**src/rtl/load_align_pkg.sv**
```systemverilog
`default_nettype none
// +--------------------------------------------------------------------------+
// | load_align_pkg : access-size encodings and load metadata entry type      |
// | Revision       : 1.0                                                     |
// +--------------------------------------------------------------------------+
package load_align_pkg;

  localparam logic [1:0] LS_BYTE  = 2'd0;
  localparam logic [1:0] LS_HALF  = 2'd1;
  localparam logic [1:0] LS_WORD  = 2'd2;
  localparam logic [1:0] LS_DWORD = 2'd3;

  // Offset is stored at the 64-bit width; narrower builds leave the top bit zero.
  typedef struct packed {
    logic [1:0] size;
    logic       is_unsigned;
    logic [2:0] offset;
  } la_meta_t;

endpackage
`default_nettype wire

```
**src/rtl/load_align_queue_if.sv**
```systemverilog
`default_nettype none
// +--------------------------------------------------------------------------+
// | load_align_queue_if : issue / response / writeback bundle                |
// | Revision            : 1.0                                                |
// +--------------------------------------------------------------------------+
interface load_align_queue_if #(
  parameter int XLEN  = 32,
  parameter int DEPTH = 4,
  parameter int ID_W  = 6
);
  localparam int c_OFF_W = $clog2(XLEN / 8);
  localparam int c_CNT_W = $clog2(DEPTH) + 1;

  logic                 req_valid;
  logic                 req_ready;
  logic [1:0]           req_size;
  logic                 req_unsigned;
  logic [c_OFF_W-1:0]   req_offset;
  logic [ID_W-1:0]      req_rd;
  logic                 rsp_valid;
  logic                 rsp_ready;
  logic [XLEN-1:0]      rsp_rdata;
  logic                 wb_valid;
  logic                 wb_ready;
  logic [XLEN-1:0]      wb_data;
  logic [ID_W-1:0]      wb_rd;
  logic                 wb_misalign;
  logic                 flush;
  logic [c_CNT_W-1:0]   outstanding;

  modport slave (
    input  req_valid, req_size, req_unsigned, req_offset, req_rd,
    input  rsp_valid, rsp_rdata, wb_ready, flush,
    output req_ready, rsp_ready, wb_valid, wb_data, wb_rd, wb_misalign, outstanding
  );

  modport master (
    output req_valid, req_size, req_unsigned, req_offset, req_rd,
    output rsp_valid, rsp_rdata, wb_ready, flush,
    input  req_ready, rsp_ready, wb_valid, wb_data, wb_rd, wb_misalign, outstanding
  );
endinterface
`default_nettype wire

```
**src/rtl/load_meta_fifo.sv**
```systemverilog
`default_nettype none
// +--------------------------------------------------------------------------+
// | load_meta_fifo : in-order metadata queue for outstanding loads           |
// | Revision       : 1.0                                                     |
// +--------------------------------------------------------------------------+
module load_meta_fifo #(
  parameter int DEPTH = 4,
  parameter int WIDTH = 12
) (
  input  wire logic                         clk,
  input  wire logic                         resetn,
  input  wire logic                         clear,
  input  wire logic                         push,
  input  wire logic [WIDTH-1:0]             push_data,
  input  wire logic                         pop,
  output logic [WIDTH-1:0]                  head,
  output logic [$clog2(DEPTH):0]            count,
  output logic                              full,
  output logic                              empty
);
  localparam int c_PTR_W = (DEPTH > 1) ? $clog2(DEPTH) : 1;
  localparam int c_CNT_W = $clog2(DEPTH) + 1;

  logic [WIDTH-1:0]   r_mem [DEPTH];
  logic [c_PTR_W-1:0] r_wr_ptr;
  logic [c_PTR_W-1:0] r_rd_ptr;
  logic [c_CNT_W-1:0] r_count;

  // Explicit wrap keeps non-power-of-two depths correct.
  function automatic logic [c_PTR_W-1:0] f_next(input logic [c_PTR_W-1:0] p);
    return (p == c_PTR_W'(DEPTH - 1)) ? '0 : p + 1'b1;
  endfunction

  always_ff @(posedge clk or negedge resetn) begin
    if (!resetn) begin
      r_wr_ptr <= '0;
      r_rd_ptr <= '0;
      r_count  <= '0;
    end else if (clear) begin
      r_wr_ptr <= '0;
      r_rd_ptr <= '0;
      r_count  <= '0;
    end else begin
      if (push) r_wr_ptr <= f_next(r_wr_ptr);
      if (pop)  r_rd_ptr <= f_next(r_rd_ptr);
      r_count <= r_count + c_CNT_W'(push) - c_CNT_W'(pop);
    end
  end

  always_ff @(posedge clk) begin
    if (push && !clear) r_mem[r_wr_ptr] <= push_data;
  end

  assign head  = r_mem[r_rd_ptr];
  assign count = r_count;
  assign full  = (r_count == c_CNT_W'(DEPTH));
  assign empty = (r_count == '0);

endmodule
`default_nettype wire

```
**src/rtl/load_align_queue.sv**
```systemverilog
`default_nettype none
// +--------------------------------------------------------------------------+
// | load_align_queue : in-order load response aligner / sign extender        |
// | Optional: LOAD_ALIGN_MISALIGN_TRAP_EN flags misaligned accesses          |
// | Revision         : 1.0                                                   |
// +--------------------------------------------------------------------------+
module load_align_queue
  import load_align_pkg::*;
#(
  parameter int XLEN  = 32,
  parameter int DEPTH = 4,
  parameter int ID_W  = 6
) (
  input  wire logic           clk,
  input  wire logic           resetn,
  load_align_queue_if.slave   bus
);
  localparam int c_OFF_W   = $clog2(XLEN / 8);
  localparam int c_CNT_W   = $clog2(DEPTH) + 1;
  localparam int c_IDX_W   = $clog2(XLEN);
  localparam int c_ENTRY_W = $bits(la_meta_t) + ID_W;
  localparam int c_DROP_W  = 8;

  la_meta_t               w_meta_in;
  la_meta_t               w_head_meta;
  logic [c_ENTRY_W-1:0]   w_head;
  logic [ID_W-1:0]        w_head_rd;
  logic [c_CNT_W-1:0]     w_count;
  logic                   w_full;
  logic                   w_empty;
  logic                   w_has_drop;
  logic                   w_rsp_hs;
  logic                   w_pop;
  logic [1:0]             w_size;
  logic [2:0]             w_low_mask;
  logic [2:0]             w_off;
  logic [6:0]             w_bits;
  logic [XLEN-1:0]        w_shifted;
  logic [XLEN-1:0]        w_mask;
  logic                   w_sign;
  logic [XLEN-1:0]        w_aligned;
  logic [XLEN-1:0]        w_wb_data;
  logic                   w_wb_mis;
  logic [c_DROP_W-1:0]    r_drop_cnt;
  logic                   r_wb_valid;
  logic [XLEN-1:0]        r_wb_data;
  logic [ID_W-1:0]        r_wb_rd;
  logic                   r_wb_misalign;

  always_comb begin
    w_meta_in                      = '0;
    w_meta_in.size                 = bus.req_size;
    w_meta_in.is_unsigned          = bus.req_unsigned;
    w_meta_in.offset[c_OFF_W-1:0]  = bus.req_offset;
  end

  load_meta_fifo #(
    .DEPTH (DEPTH),
    .WIDTH (c_ENTRY_W)
  ) u_meta_fifo (
    .clk       (clk),
    .resetn    (resetn),
    .clear     (bus.flush),
    .push      (bus.req_valid && bus.req_ready),
    .push_data ({w_meta_in, bus.req_rd}),
    .pop       (w_pop),
    .head      (w_head),
    .count     (w_count),
    .full      (w_full),
    .empty     (w_empty)
  );

  assign w_head_meta = la_meta_t'(w_head[c_ENTRY_W-1:ID_W]);
  assign w_head_rd   = w_head[ID_W-1:0];

  assign w_has_drop      = (r_drop_cnt != '0);
  assign bus.req_ready   = !w_full && !bus.flush;
  assign bus.rsp_ready   = (!w_empty || w_has_drop) && (!r_wb_valid || bus.wb_ready);
  assign w_rsp_hs        = bus.rsp_valid && bus.rsp_ready;
  // Responses belonging to flushed loads are older than anything queued, so they drain first.
  assign w_pop           = w_rsp_hs && !w_has_drop;

  always_comb begin
    w_size = w_head_meta.size;
    if (XLEN == 32 && w_size == LS_DWORD) w_size = LS_WORD;
    case (w_size)
      LS_BYTE: w_low_mask = 3'b000;
      LS_HALF: w_low_mask = 3'b001;
      LS_WORD: w_low_mask = 3'b011;
      default: w_low_mask = 3'b111;
    endcase
`ifdef LOAD_ALIGN_MISALIGN_TRAP_EN
    w_off = w_head_meta.offset;
`else
    w_off = w_head_meta.offset & ~w_low_mask;
`endif
    w_bits    = 7'd8 << w_size;
    w_shifted = bus.rsp_rdata >> {w_off, 3'b000};
    // A full-width access shifts every one out, leaving an all-ones mask.
    w_mask    = ~({XLEN{1'b1}} << w_bits);
    w_sign    = !w_head_meta.is_unsigned && w_shifted[c_IDX_W'(w_bits - 7'd1)];
    w_aligned = (w_shifted & w_mask) | ({XLEN{w_sign}} & ~w_mask);
  end

`ifdef LOAD_ALIGN_MISALIGN_TRAP_EN
  assign w_wb_mis  = |(w_head_meta.offset & w_low_mask);
  assign w_wb_data = w_wb_mis ? '0 : w_aligned;
`else
  assign w_wb_mis  = 1'b0;
  assign w_wb_data = w_aligned;
`endif

  always_ff @(posedge clk or negedge resetn) begin
    if (!resetn) begin
      r_drop_cnt <= '0;
    end else if (bus.flush) begin
      r_drop_cnt <= r_drop_cnt + c_DROP_W'(w_count) - c_DROP_W'(w_rsp_hs);
    end else if (w_rsp_hs && w_has_drop) begin
      r_drop_cnt <= r_drop_cnt - 1'b1;
    end
  end

  always_ff @(posedge clk or negedge resetn) begin
    if (!resetn) begin
      r_wb_valid    <= 1'b0;
      r_wb_data     <= '0;
      r_wb_rd       <= '0;
      r_wb_misalign <= 1'b0;
    end else if (bus.flush) begin
      r_wb_valid    <= 1'b0;
    end else if (w_pop) begin
      r_wb_valid    <= 1'b1;
      r_wb_data     <= w_wb_data;
      r_wb_rd       <= w_head_rd;
      r_wb_misalign <= w_wb_mis;
    end else if (bus.wb_ready) begin
      r_wb_valid    <= 1'b0;
    end
  end

  assign bus.wb_valid    = r_wb_valid;
  assign bus.wb_data     = r_wb_data;
  assign bus.wb_rd       = r_wb_rd;
  assign bus.wb_misalign = r_wb_misalign;
  assign bus.outstanding = w_count;

endmodule
`default_nettype wire

```
**src/flat_wrapper.sv**
```systemverilog
// flat-port wrapper written by rule: the top's interface ports become plain ports
module load_align_queue_flat import load_align_pkg::*;
#(
  parameter int XLEN  = 32,
  parameter int DEPTH = 4,
  parameter int ID_W  = 6
)
  (clk, resetn, bus_req_valid, bus_req_size, bus_req_unsigned, bus_req_offset, bus_req_rd, bus_rsp_valid, bus_rsp_rdata, bus_wb_ready, bus_flush, bus_req_ready, bus_rsp_ready, bus_wb_valid, bus_wb_data, bus_wb_rd, bus_wb_misalign, bus_outstanding);
  load_align_queue_if #(.XLEN(XLEN), .DEPTH(DEPTH), .ID_W(ID_W)) bus_i ();
  input  wire logic clk;
  input  wire logic resetn;
  input wire logic [$bits(bus_i.req_valid)-1:0] bus_req_valid;
  input wire logic [$bits(bus_i.req_size)-1:0] bus_req_size;
  input wire logic [$bits(bus_i.req_unsigned)-1:0] bus_req_unsigned;
  input wire logic [$bits(bus_i.req_offset)-1:0] bus_req_offset;
  input wire logic [$bits(bus_i.req_rd)-1:0] bus_req_rd;
  input wire logic [$bits(bus_i.rsp_valid)-1:0] bus_rsp_valid;
  input wire logic [$bits(bus_i.rsp_rdata)-1:0] bus_rsp_rdata;
  input wire logic [$bits(bus_i.wb_ready)-1:0] bus_wb_ready;
  input wire logic [$bits(bus_i.flush)-1:0] bus_flush;
  output wire logic [$bits(bus_i.req_ready)-1:0] bus_req_ready;
  output wire logic [$bits(bus_i.rsp_ready)-1:0] bus_rsp_ready;
  output wire logic [$bits(bus_i.wb_valid)-1:0] bus_wb_valid;
  output wire logic [$bits(bus_i.wb_data)-1:0] bus_wb_data;
  output wire logic [$bits(bus_i.wb_rd)-1:0] bus_wb_rd;
  output wire logic [$bits(bus_i.wb_misalign)-1:0] bus_wb_misalign;
  output wire logic [$bits(bus_i.outstanding)-1:0] bus_outstanding;
  assign bus_i.req_valid = bus_req_valid;
  assign bus_i.req_size = bus_req_size;
  assign bus_i.req_unsigned = bus_req_unsigned;
  assign bus_i.req_offset = bus_req_offset;
  assign bus_i.req_rd = bus_req_rd;
  assign bus_i.rsp_valid = bus_rsp_valid;
  assign bus_i.rsp_rdata = bus_rsp_rdata;
  assign bus_i.wb_ready = bus_wb_ready;
  assign bus_i.flush = bus_flush;
  assign bus_req_ready = bus_i.req_ready;
  assign bus_rsp_ready = bus_i.rsp_ready;
  assign bus_wb_valid = bus_i.wb_valid;
  assign bus_wb_data = bus_i.wb_data;
  assign bus_wb_rd = bus_i.wb_rd;
  assign bus_wb_misalign = bus_i.wb_misalign;
  assign bus_outstanding = bus_i.outstanding;
  load_align_queue #(.XLEN(XLEN), .DEPTH(DEPTH), .ID_W(ID_W)) u_core (.clk(clk), .resetn(resetn), .bus(bus_i));
endmodule
```
**config.mk**
```make
export PLATFORM = sky130hd
export DESIGN_NAME = load_align_queue_flat
export DESIGN_NICKNAME = d
export VERILOG_FILES = /design/src/rtl/load_align_pkg.sv /design/src/rtl/load_align_queue_if.sv /design/src/rtl/load_meta_fifo.sv /design/src/rtl/load_align_queue.sv /design/src/flat_wrapper.sv
export SDC_FILE = /design/constraint.sdc
export NUM_CORES = 1
export LEC_CHECK = 0
export ABC_AREA = 1
export CAP_MARGIN = 20
export CORE_ASPECT_RATIO = 1.5
export CORE_MARGIN = 10
export CORE_UTILIZATION = 35
export CTS_CLUSTER_DIAMETER = 120
export DETAILED_ROUTE_END_ITERATION = 8
export PLACE_DENSITY = 0.58
export SKIP_CTS_REPAIR_TIMING = 1
export SYNTH_ARGS = -nofsm -noshare
export SYNTH_HDL_FRONTEND = slang
export SYNTH_SLANG_ARGS = --single-unit
```
**constraint.sdc**
```tcl
create_clock -name clk -period 3.36 [get_ports clk]
set_input_delay 0.672 -clock clk [delete_from_list [all_inputs] [get_ports clk]]
set_output_delay 0.672 -clock clk [all_outputs]
set_load 0.03 [all_outputs]
```
## Word level (Yosys, flattened, before mapping)

Memory sizes are Yosys's and may differ from the RTL's.
Index checks and enable logic that the tools add are counted.

| word-level totals | value |
|---|---|
| flip-flop bits (word level) | 54 |
| memory bits (writable) | 44 |
| logic and storage cells | 76 |
| input bits | 49 |
| memories kept | 1 |
| output and inout port bits | 45 |

| operators by class | value |
|---|---|
| reduce and logical (&&, ||, !) cells | 24 |
| bitwise operators | 8 |
| eq/ne operators | 6 |
| $lt $le $gt $ge | 1 |
| add/subtract/negate cells | 8 |
| multiplexer cells | 18 |
| shift-type cells | 3 |

Memory list:

| name | depth | bits a word | rd ports | clocked after memory_dff | wr ports | line | text |
|---|---|---|---|---|---|---|---|
| u_core.u_meta_fifo.r_mem | 4 | 11 | 1 | 0 | 1 | load_meta_fifo.sv:24 | `logic [WIDTH-1:0] r_mem [DEPTH];` |

Operator list:

| kind | number |
|---|---|
| AND 32 bit | 2 |
| inverter 32 bit | 2 |
| OR 32 bit | 1 |
| left shift 32 x 7 -> 32 bit (first input constant) | 1 |
| >> shifter 32 x 6 -> 32 bit | 1 |
| 2-to-1 mux 8 bit | 2 |
| 2-to-1 mux 2 bit | 7 |
| one-hot mux 3 bit (3 select lines) | 1 |
| adder 8 x 3 -> 8 bit | 1 |
| equality test 2 bit (second input constant) | 4 |
| logical AND 1 bit | 8 |
| nonzero test 8 bit | 1 |
| subtractor 8 x 1 -> 8 bit | 1 |
| subtractor 8 x 1 -> 8 bit (second input constant) | 1 |
| left shift 4 x 2 -> 7 bit (first input constant) | 1 |
| zero test 1 bit | 6 |
| less-than comparator 5 x 6 -> 1 bit (second input constant) | 1 |
| 2-to-1 mux 1 bit | 6 |
| nonzero test 2 bit | 3 |
| binary-select mux 1 bit (select 5 bit) | 1 |
| subtractor 5 x 1 -> 5 bit (second input constant) | 1 |
| adder 2 x 1 -> 2 bit (second input constant) | 2 |
| adder 3 x 1 -> 3 bit | 1 |
| AND 3 bit | 1 |
| other kinds (11) | 12 |

## Longest topological paths before layout

Gate-level depths: netlist of the first run.
An unclocked memory read counts as a cell.

| depth | value |
|---|---|
| depth after elaboration | 13 |
| depth in mapped cells | 20 |
| depth with buffers taken out | 20 |

## Modules after synthesis

From an unflattened synthesis of the first run, not the netlist that was laid out.

| second synthesis, totals | value |
|---|---|
| cells, all modules | 659 |
| area, all modules | 5683.0 sq um |

By module, submodules not included:

| module | sequential area each (sq um) | times used | area an instance (sq um) | cells each |
|---|---|---|---|---|
| load_align_queue | 1176.1 | 1 | 3284.4 | 463 |
| load_meta_fifo | 1616.6 | 1 | 2398.6 | 196 |

## Least setup slack after synthesis of the first run

No wires, ideal clock.

| path | value |
|---|---|
| path kind | register to register |
| start point | register u_core.r_drop_cnt[5] |
| end point | register u_core.r_drop_cnt[6] |
| cell stages (with the launch flop) | 20 |
| period minus slack after synthesis | 2943 ps |
| arrival time | 2861 ps |
| buffers on the path | 0 |
| setup time | 82 ps |
| slack | 417 ps |
| data required time | 3278 ps |
| cells stage by stage | dfrtp_1 > inv_1 > ha_1 > nand4_1 > o21a_1 > and2_1 > ha_1 > inv_1 > ha_1 > inv_1 > fa_1 > inv_1 > nand3_1 > nand2_1 > nand2_1 > nand2_1 > a21oi_1 > a21oi_1 > o21ai_0 > a31oi_1 |

| between the ends | value |
|---|---|
| cells in the longest elaborated chain, start to end | 6 |
| elaborated cells on any way between the ends | 11 |
| those cells by class | add/sub (3); mux (2); reduce/logical (6) |

Ends and longest elaborated chain:

| item | line | text |
|---|---|---|
| start, declared | load_align_queue.sv:44 | `logic [c_DROP_W-1:0] r_drop_cnt;` |
| start signal, assigned | load_align_queue.sv:117 | `r_drop_cnt <= r_drop_cnt + c_DROP_W'(w_count) - c_DROP_W'(w_rsp_hs);` |
| start signal, assigned | load_align_queue.sv:119 | `r_drop_cnt <= r_drop_cnt - 1'b1;` |
| nonzero test 8 bit (*) | load_align_queue.sv:76 | `assign w_has_drop = (r_drop_cnt != '0);` |
| logical OR 1 bit (*) | load_align_queue.sv:78 | `assign bus.rsp_ready = (!w_empty \|\| w_has_drop) && (!r_wb_valid \|\| bus.wb_ready);` |
| logical AND 1 bit (*) | load_align_queue.sv:78 |  |
| via bus_rsp_ready | flat_wrapper.sv:22 | `output wire logic [$bits(bus_i.rsp_ready)-1:0] bus_rsp_ready;` |
| logical AND 1 bit (*) | load_align_queue.sv:79 | `assign w_rsp_hs = bus.rsp_valid && bus.rsp_ready;` |
| subtractor 8 x 1 -> 8 bit or logical AND 1 bit (tied branches) | load_align_queue.sv:117, load_align_queue.sv:118 |  |
| 2-to-1 mux 8 bit or nonzero test 2 bit (tied branches) | n/a |  |

The timed path passes the listed nets; every way through them passes the cells marked *. The select of a mux whose other input is x is not followed.
A chain may end at the register's enable or synchronous reset.

## Final worst setup path of the first run

| path | value |
|---|---|
| start point | register u_core.r_drop_cnt[4] |
| end point | register u_core.r_drop_cnt[6] |

| between the ends | value |
|---|---|
| cells in the longest elaborated chain, start to end | 6 |
| elaborated cells on any way between the ends | 11 |
| those cells by class | add/sub (3); mux (2); reduce/logical (6) |

Ends and longest elaborated chain:

| item |
|---|
| parallel branches: the longest is 6 deep, another holds adder 8 x 3 -> 8 bit |

Parallel ways; which one is timed is not known. The select of a mux whose other input is x is not followed.

==> results by group, run 1 <==
Floorplan
  • Die H: 169.5 um
  • IO Count: 94
  • Core box area: 14590 um^2
  • Starting Density: 35.75%
  • Row count: 54
  • Die area: 20290 um^2
  • Die width: 119.7 um

Synth
  • Post-synth EDFFs: 44
  • #FFs+latches synth: 98
  • Mapped Area: 5218 um^2
  • Synth Net Count: 678
  • Ys async rst share: 55.10%
  • Ys flop type: dfrtp_1
  • Synth unique cells: 35
  • Syn Area/Cell: 8.638 um^2
  • Yosys warns: 0
  • Post-synthesis sequential area ratio: 51.22%
  • Post-Synthesis Cells: 604

Power
  • Leak Pwr: 2.980 nW
  • Pwr Total: 4.036 mW
  • Power per cell area: 609.4 nW/um^2
  • Peak VDD IR: 0.3355 mV

Route
  • Initial DRC Count: 290
  • DR vias: 4315
  • Routed wire per std cell: 15.57 um
  • Via density: 4.821
  • Post-Route WL: 13940 um
  • Antenna-violating nets left: 0
  • # DRC: 0
  • Detailed Routing Iterations Pass 1: 4

Timing
  • Crit path time final: 3.073 ns
  • RSZ-0062 raised after global routing: false
  • Slew Limit Headroom: 62.86%
  • Worst slew pin tran: 0.5571 ns
  • Post-Route Skew: 0.008425 ns
  • Hold Violations, Final: 0
  • Setup TNS: 0 ns
  • F_max: 325.4 MHz
  • Final Slew Violations: 0
  • Fin crit share: 91.46%
  • Final setup fails: 0

Run
  • Maxcap violations: 0

GRT
  • Largest net degree at the start of global routing: 40
  • Met1 usage: 15.69%
  • GRT overflow: 0
  • Initial antenna violation count: 0
  • First-pass GRT wire length: 22590 um
  • Met3 Track Usage GR: 3.463%
  • Vias in the first global route: 4325
  • Met2 usage: 24.54%
  • GRT Max-Usage Layer: met2
  • GRT Resource Usage Total: 13.84%

Status
  • Status: completed

Place
  • Post-DP HPWL: 10400 um
  • Buffers added on ports: 92
  • RePlAce Congestion: 0.8670
  • Area after DPL: 6340 um^2

Setup path
  • Startpoint Class: flip-flop
  • Reg2Reg Depth: 19
  • R2R setup slack: 0.29 ns
  • Crit Path Max Fanout: 6
  • Worst r2r src: u_core.r_drop_cnt[4]
  • Crit path DAT: 3.33 ns
  • Worst Path Required: 3.62 ns
  • Crit Path Class: reg2reg
  • Terminus of the critical flop-to-flop path: u_core.r_drop_cnt[6]
  • Crit path capture type: flip-flop

CTS
  • CTS H-tree lvls: 3
  • Clock latency on the worst-skew pair: 0.34 ns
  • Root Buffer: clkbuf_16
  • CTS max path bufs: 2
  • Worst-path clk slew: 0.07 ns
  • CTS tree: done
  • Clk sink count: 98
  • TritonCTS Buffers: 9

Final layout
  • Share of cells above drive strength 1: 8.155%
  • Area Overhead vs Synth: 26.93%
  • Ant. Diodes: 0
  • Final instance area: 6623 um^2
  • Final #Nets: 768

Hold path
  • Worst min path class: in2async
-- cells in the mapped netlist (4+ instances only) --
cell type  instances  area [um^2]
a21oi_1           36        180.2
a21oi_2            9        78.83
a31oi_1            9        56.30
buf_2              5        25.02
clkbuf_1          12        45.04
dfrtp_1           54         1351
edfxtp_1          44         1321
ha_1              23        287.8
inv_1             64        240.2
inv_2              5        18.77
nand2_1          133        499.2
nand2_2            7        43.79
nand3_1           21        105.1
nand3_2            5        50.05
nand4_1            4        25.02
nor2_1            82        307.8
o21ai_0           57        285.3
o21ai_1            7        35.03
-- per-stage QoR --
| step | cells | setup slack, ns | hold slack, ns | util, % |
|---|---|---|---|---|
| after global routing | 895 | 0.01469 | 0.2354 | 45.38 |
| after detailed placement | 879 | 0.09161 | 0.4654 | 43.44 |
| after floorplan | 604 | 0.4173 | 0.3764 | - |
| after global placement | 879 | 0.1960 | 0.4679 | 43.44 |
| after CTS | 895 | 0.2476 | 0.2320 | 45.38 |
| final | 895 | 0.2868 | 0.2291 | 45.38 |
-- placed cells by master (no fill, tap or decap), drive strengths merged, types with 4 or more instances in the layout --
cell type / count
a21oi: 45
a31oi: 9
buf: 12
clkbuf: 13
clkdlybuf4s50: 91
dfrtp: 54
edfxtp: 44
ha: 23
inv: 70
nand2: 142
nand3: 27
nand4: 4
nor2: 84
o21ai: 64
-- per-layer routing --
metal | wire length, um | up-vias | share of wire [%]
met5 | 0 | - | 0
met4 | 258 | 0 | 1.9
met3 | 800 | 18 | 5.7
met2 | 7149 | 122 | 51
met1 | 5728 | 2016 | 41
li1 | - | 2159 | -
-- cell families (layout without fill, tap and decap cells) --
logic type / Yosys count / after routing / share of synthesized area, %
AO/OA/AOI/OAI: 125 / 125 / 13.14
other: 1 / 1 / 0.07187
buffers and inverters: 93 / 188 / 7.530
XOR/XNOR: 4 / 4 / 0.6716
flip-flops: 98 / 98 / 51.22
adder cells (fa/ha/maj): 25 / 25 / 6.283
AND/OR/NAND/NOR: 258 / 258 / 21.08
-- power by group --
group | switching, mW | total (mW) | internal (mW)
logic | 0.926 | 1.53 | 0.602
registers | 0.0960 | 1.52 | 1.42
clock network | 0.443 | 0.989 | 0.545
total | 1.47 | 4.04 | 2.57
-- worst max-delay path, cell delays in order (launching register included) --
cell,delay [ns]
dfrtp_1,0.40
inv_1,0.16
ha_1,0.21
nand4_1,0.17
o21a_1,0.22
and2_1,0.14
ha_1,0.28
inv_1,0.06
ha_1,0.16
inv_1,0.06
fa_1,0.35
inv_1,0.09
nand3_1,0.07
nand2_1,0.09
nand2_1,0.07
nand2_1,0.07
a21oi_1,0.07
a21oi_1,0.11
o21ai_0,0.09
a31oi_1,0.13
-- sequential cells by signal (all words and copies together), names as in the netlist --
register,flops
u_core.u_meta_fifo.count,3
u_core.bus.wb_valid,1
u_core.bus.wb_data,32
u_core.u_meta_fifo.r_rd_ptr,2
u_core.r_drop_cnt,8
u_core.u_meta_fifo.r_mem,44
u_core.u_meta_fifo.r_wr_ptr,2
u_core.bus.wb_rd,6
-- final cells by class --
type                       instances  area [um^2]
sequential                        98         2673
fill                            1473         7971
clock inverter                     3        22.52
clock buffer                      13        260.3
timing repair buffer             103         1011
tap                              196        245.2
multi-input combinational        413         2152
inverter                          69        259.0
-- worst max-delay path by stage --
stage	depth (start not counted)	startpoint	slack (ns)	endpoint
floorplan	19	u_core.r_drop_cnt[5]	0.42	u_core.r_drop_cnt[6]
global placement	19	bus_wb_ready	0.20	u_core.r_drop_cnt[6]
detailed placement	19	bus_wb_ready	0.09	u_core.r_drop_cnt[6]
CTS	19	u_core.r_drop_cnt[4]	0.25	u_core.r_drop_cnt[6]
global route	19	u_core.r_drop_cnt[4]	0.01	u_core.r_drop_cnt[6]
finish	19	u_core.r_drop_cnt[4]	0.29	u_core.r_drop_cnt[6]
No activity file was read; power rests on OpenSTA's default activity.
==> run 2: changes to the inputs <==
Settings changed: SKIP_LAST_GASP set to 1.
==> results of run 2 <==
No change in the layout: final DEF, timing and power equal those of run 1.
==> run 3: changes to the inputs <==
Settings changed: CORE_UTILIZATION 35 to 53, GPL_ROUTABILITY_DRIVEN set to 0, PLACE_DENSITY 0.58 to 0.81.
==> results by group, run 3 (synthesis results as in run 1) <==
Status
  • Status: completed

CTS
  • Worst-path clk slew: 0.08 ns
  • CTS max path bufs: 2
  • CTS tree: done
  • Clock latency on the worst-skew pair: 0.35 ns
  • CTS H-tree lvls: 3
  • Clk sink count: 98
  • Root Buffer: clkbuf_16
  • TritonCTS Buffers: 9

Setup path
  • Critical Path, Cell by Cell: inv_2 > ha_2 > nand4_1 > o21a_1 > and2_1 > ha_1 > inv_1 > ha_2 > inv_1 > fa_2 > inv_2 > nand3_1 > nand2_1 > nand2_1 > nand2_1 > a21oi_1 > a21oi_1 > o21ai_1 > a31oi_1
  • Worst r2r src: u_core.r_drop_cnt[4]
  • Crit path DAT: 3.31 ns
  • Worst Path Required: 3.62 ns
  • Startpoint Class: flip-flop
  • Most used cell, CP: nand2_1
  • Crit path capture: u_core.r_drop_cnt[6]
  • Max stage delay on crit path: 0.39 ns
  • Crit path launch: u_core.r_drop_cnt[4]
  • Crit Path Max Fanout: 4
  • Reg2Reg Depth: 19
  • Terminus of the critical flop-to-flop path: u_core.r_drop_cnt[6]
  • R2R setup slack: 0.31 ns
  • Crit path capture type: flip-flop
  • Crit Path Class: reg2reg
  • Slowest-stage cell, CP: dfrtp_1

Timing
  • Worst slew pin tran: 0.5512 ns
  • Setup ws final: 0.3092 ns
  • Final setup fails: 0
  • Final Slew Violations: 0
  • Post-Route Skew: 0.01023 ns
  • F_max: 327.8 MHz
  • Hold Violations, Final: 0
  • Slew Limit Headroom: 63.25%
  • Setup TNS: 0 ns
  • Crit path time final: 3.051 ns
  • RSZ-0062 raised after global routing: false
  • Fin crit share: 90.80%

Place
  • Buffers added on ports: 92
  • Worst slack at placement: 0.03994 ns
  • Post-DP HPWL: 9860 um
  • Cell total after placement: 797

Floorplan
  • Die width: 101.0 um
  • Die H: 141.5 um
  • IO Count: 94
  • Die area: 14290 um^2
  • Starting Density: 54.16%
  • Core box area: 9634 um^2
  • Row count: 44

Power
  • Pwr Total: 4.161 mW
  • P_sw: 1.566 mW
  • Switching Fraction: 37.63%
  • Peak VDD IR: 0.3999 mV
  • Leak Pwr: 2.999 nW
  • Sequential power share: 36.8%
  • Cell internal pwr: 2.595 mW
  • Clk pwr share: 24.4%
  • Power per cell area: 633.3 nW/um^2
  • Logic pwr share: 38.8%

Final layout
  • Ant. Diodes: 0
  • Area Overhead vs Synth: 25.92%
  • Most common cell after layout, fill and taps aside: nand2_1
  • Fin cells: 820
  • Final #Nets: 774
  • Share of cells above drive strength 1: 10.64%
  • Top reg by flops: u_core.u_meta_fifo.r_mem
  • Final core utilization: 68.19%
  • FILL cells: 717
  • Max reg flops: 44
  • Most frequent cells in the layout: nand2_1 (133), clkdlybuf4s50_1 (91), nor2_1 (82)

Route
  • DR vias: 4467
  • Met2 routed wirelength: 7072 um
  • Via density: 5.448
  • Post-Route WL: 13470 um
  • Met3 wire len: 989 um
  • Detailed Routing Iterations Pass 1: 5
  • Routed wire per std cell: 16.42 um
  • Top routing layer used: met4
  • Wire length on met1: 4982 um
  • Antenna-violating nets left: 0
  • # DRC: 0
  • Initial DRC Count: 220

GRT
  • GRT Resource Usage Total: 18.83%
  • GRT overflow: 0
  • Initial antenna violation count: 0
  • Vias in the first global route: 4558
  • Largest net degree at the start of global routing: 32
  • First-pass GRT wire length: 21710 um

Run
  • Maxcap violations: 0

Hold path
  • Worst min path class: in2async
## run 3: worst min-delay path by stage
| stage | startpoint | endpoint | cells after the start |
|---|---|---|---|
| finish | resetn | u_core.bus.wb_data[27] | 1 |
| global route | resetn | u_core.bus.wb_rd[1] | 1 |
| CTS | resetn | u_core.bus.wb_data[27] | 1 |
| detailed placement | u_core.bus.wb_data[19] | u_core.bus.wb_data[19] | 2 |
| global placement | u_core.bus.wb_data[16] | u_core.bus.wb_data[16] | 2 |
| floorplan | resetn | u_core.bus.wb_data[0] | 0 |
## run 3: power groups by stage
stage / sequential, mW / clock (mW) / combinational [mW]
floorplan: 1.73 / 0 / 0.823
global placement: 1.54 / 0 / 1.46
detailed placement: 1.55 / 0 / 1.52
CTS: 1.53 / 1.03 / 1.54
global route: 1.55 / 1.10 / 1.79
finish: 1.53 / 1.01 / 1.62
## run 3: critical path, delay by kind of cell, from the launching register on
family	cells	cell delay (ns)
fa+ha+maj	4	0.99
flops	1	0.39
buf+inv	4	0.30
simple gates	6	0.58
compound gates	5	0.69
## run 3: final cells by class
| class | count | area, um^2 | area share (%) |
|---|---|---|---|
| multi-input cells | 413 | 2160 | 32.87 |
| well taps | 115 | 143.9 | 2.190 |
| clock inverters | 7 | 66.31 | 1.009 |
| clock buffers | 9 | 225.2 | 3.428 |
| flip-flops and latches | 98 | 2673 | 40.68 |
| repair buffers | 109 | 1044 | 15.88 |
| inverters | 69 | 259.0 | 3.942 |
## run 3: stage by stage
step           hold WS [ns]  cell area (um^2)
3_5_place_dp         0.4708              6218
5_1_grt              0.3349              6570
3_3_place_gp         0.4659              6218
6_report             0.3041              6570
4_1_cts              0.3139              6510
2_1_floorplan        0.3764              5218
## run 3: metal layers
metal | global-route usage (%) | vias up
li1 | - | 2169
met1 | 19.76 | 2113
met2 | 33.66 | 156
met3 | 5.299 | 29
met4 | 8.315 | 0
met5 | 0 | -
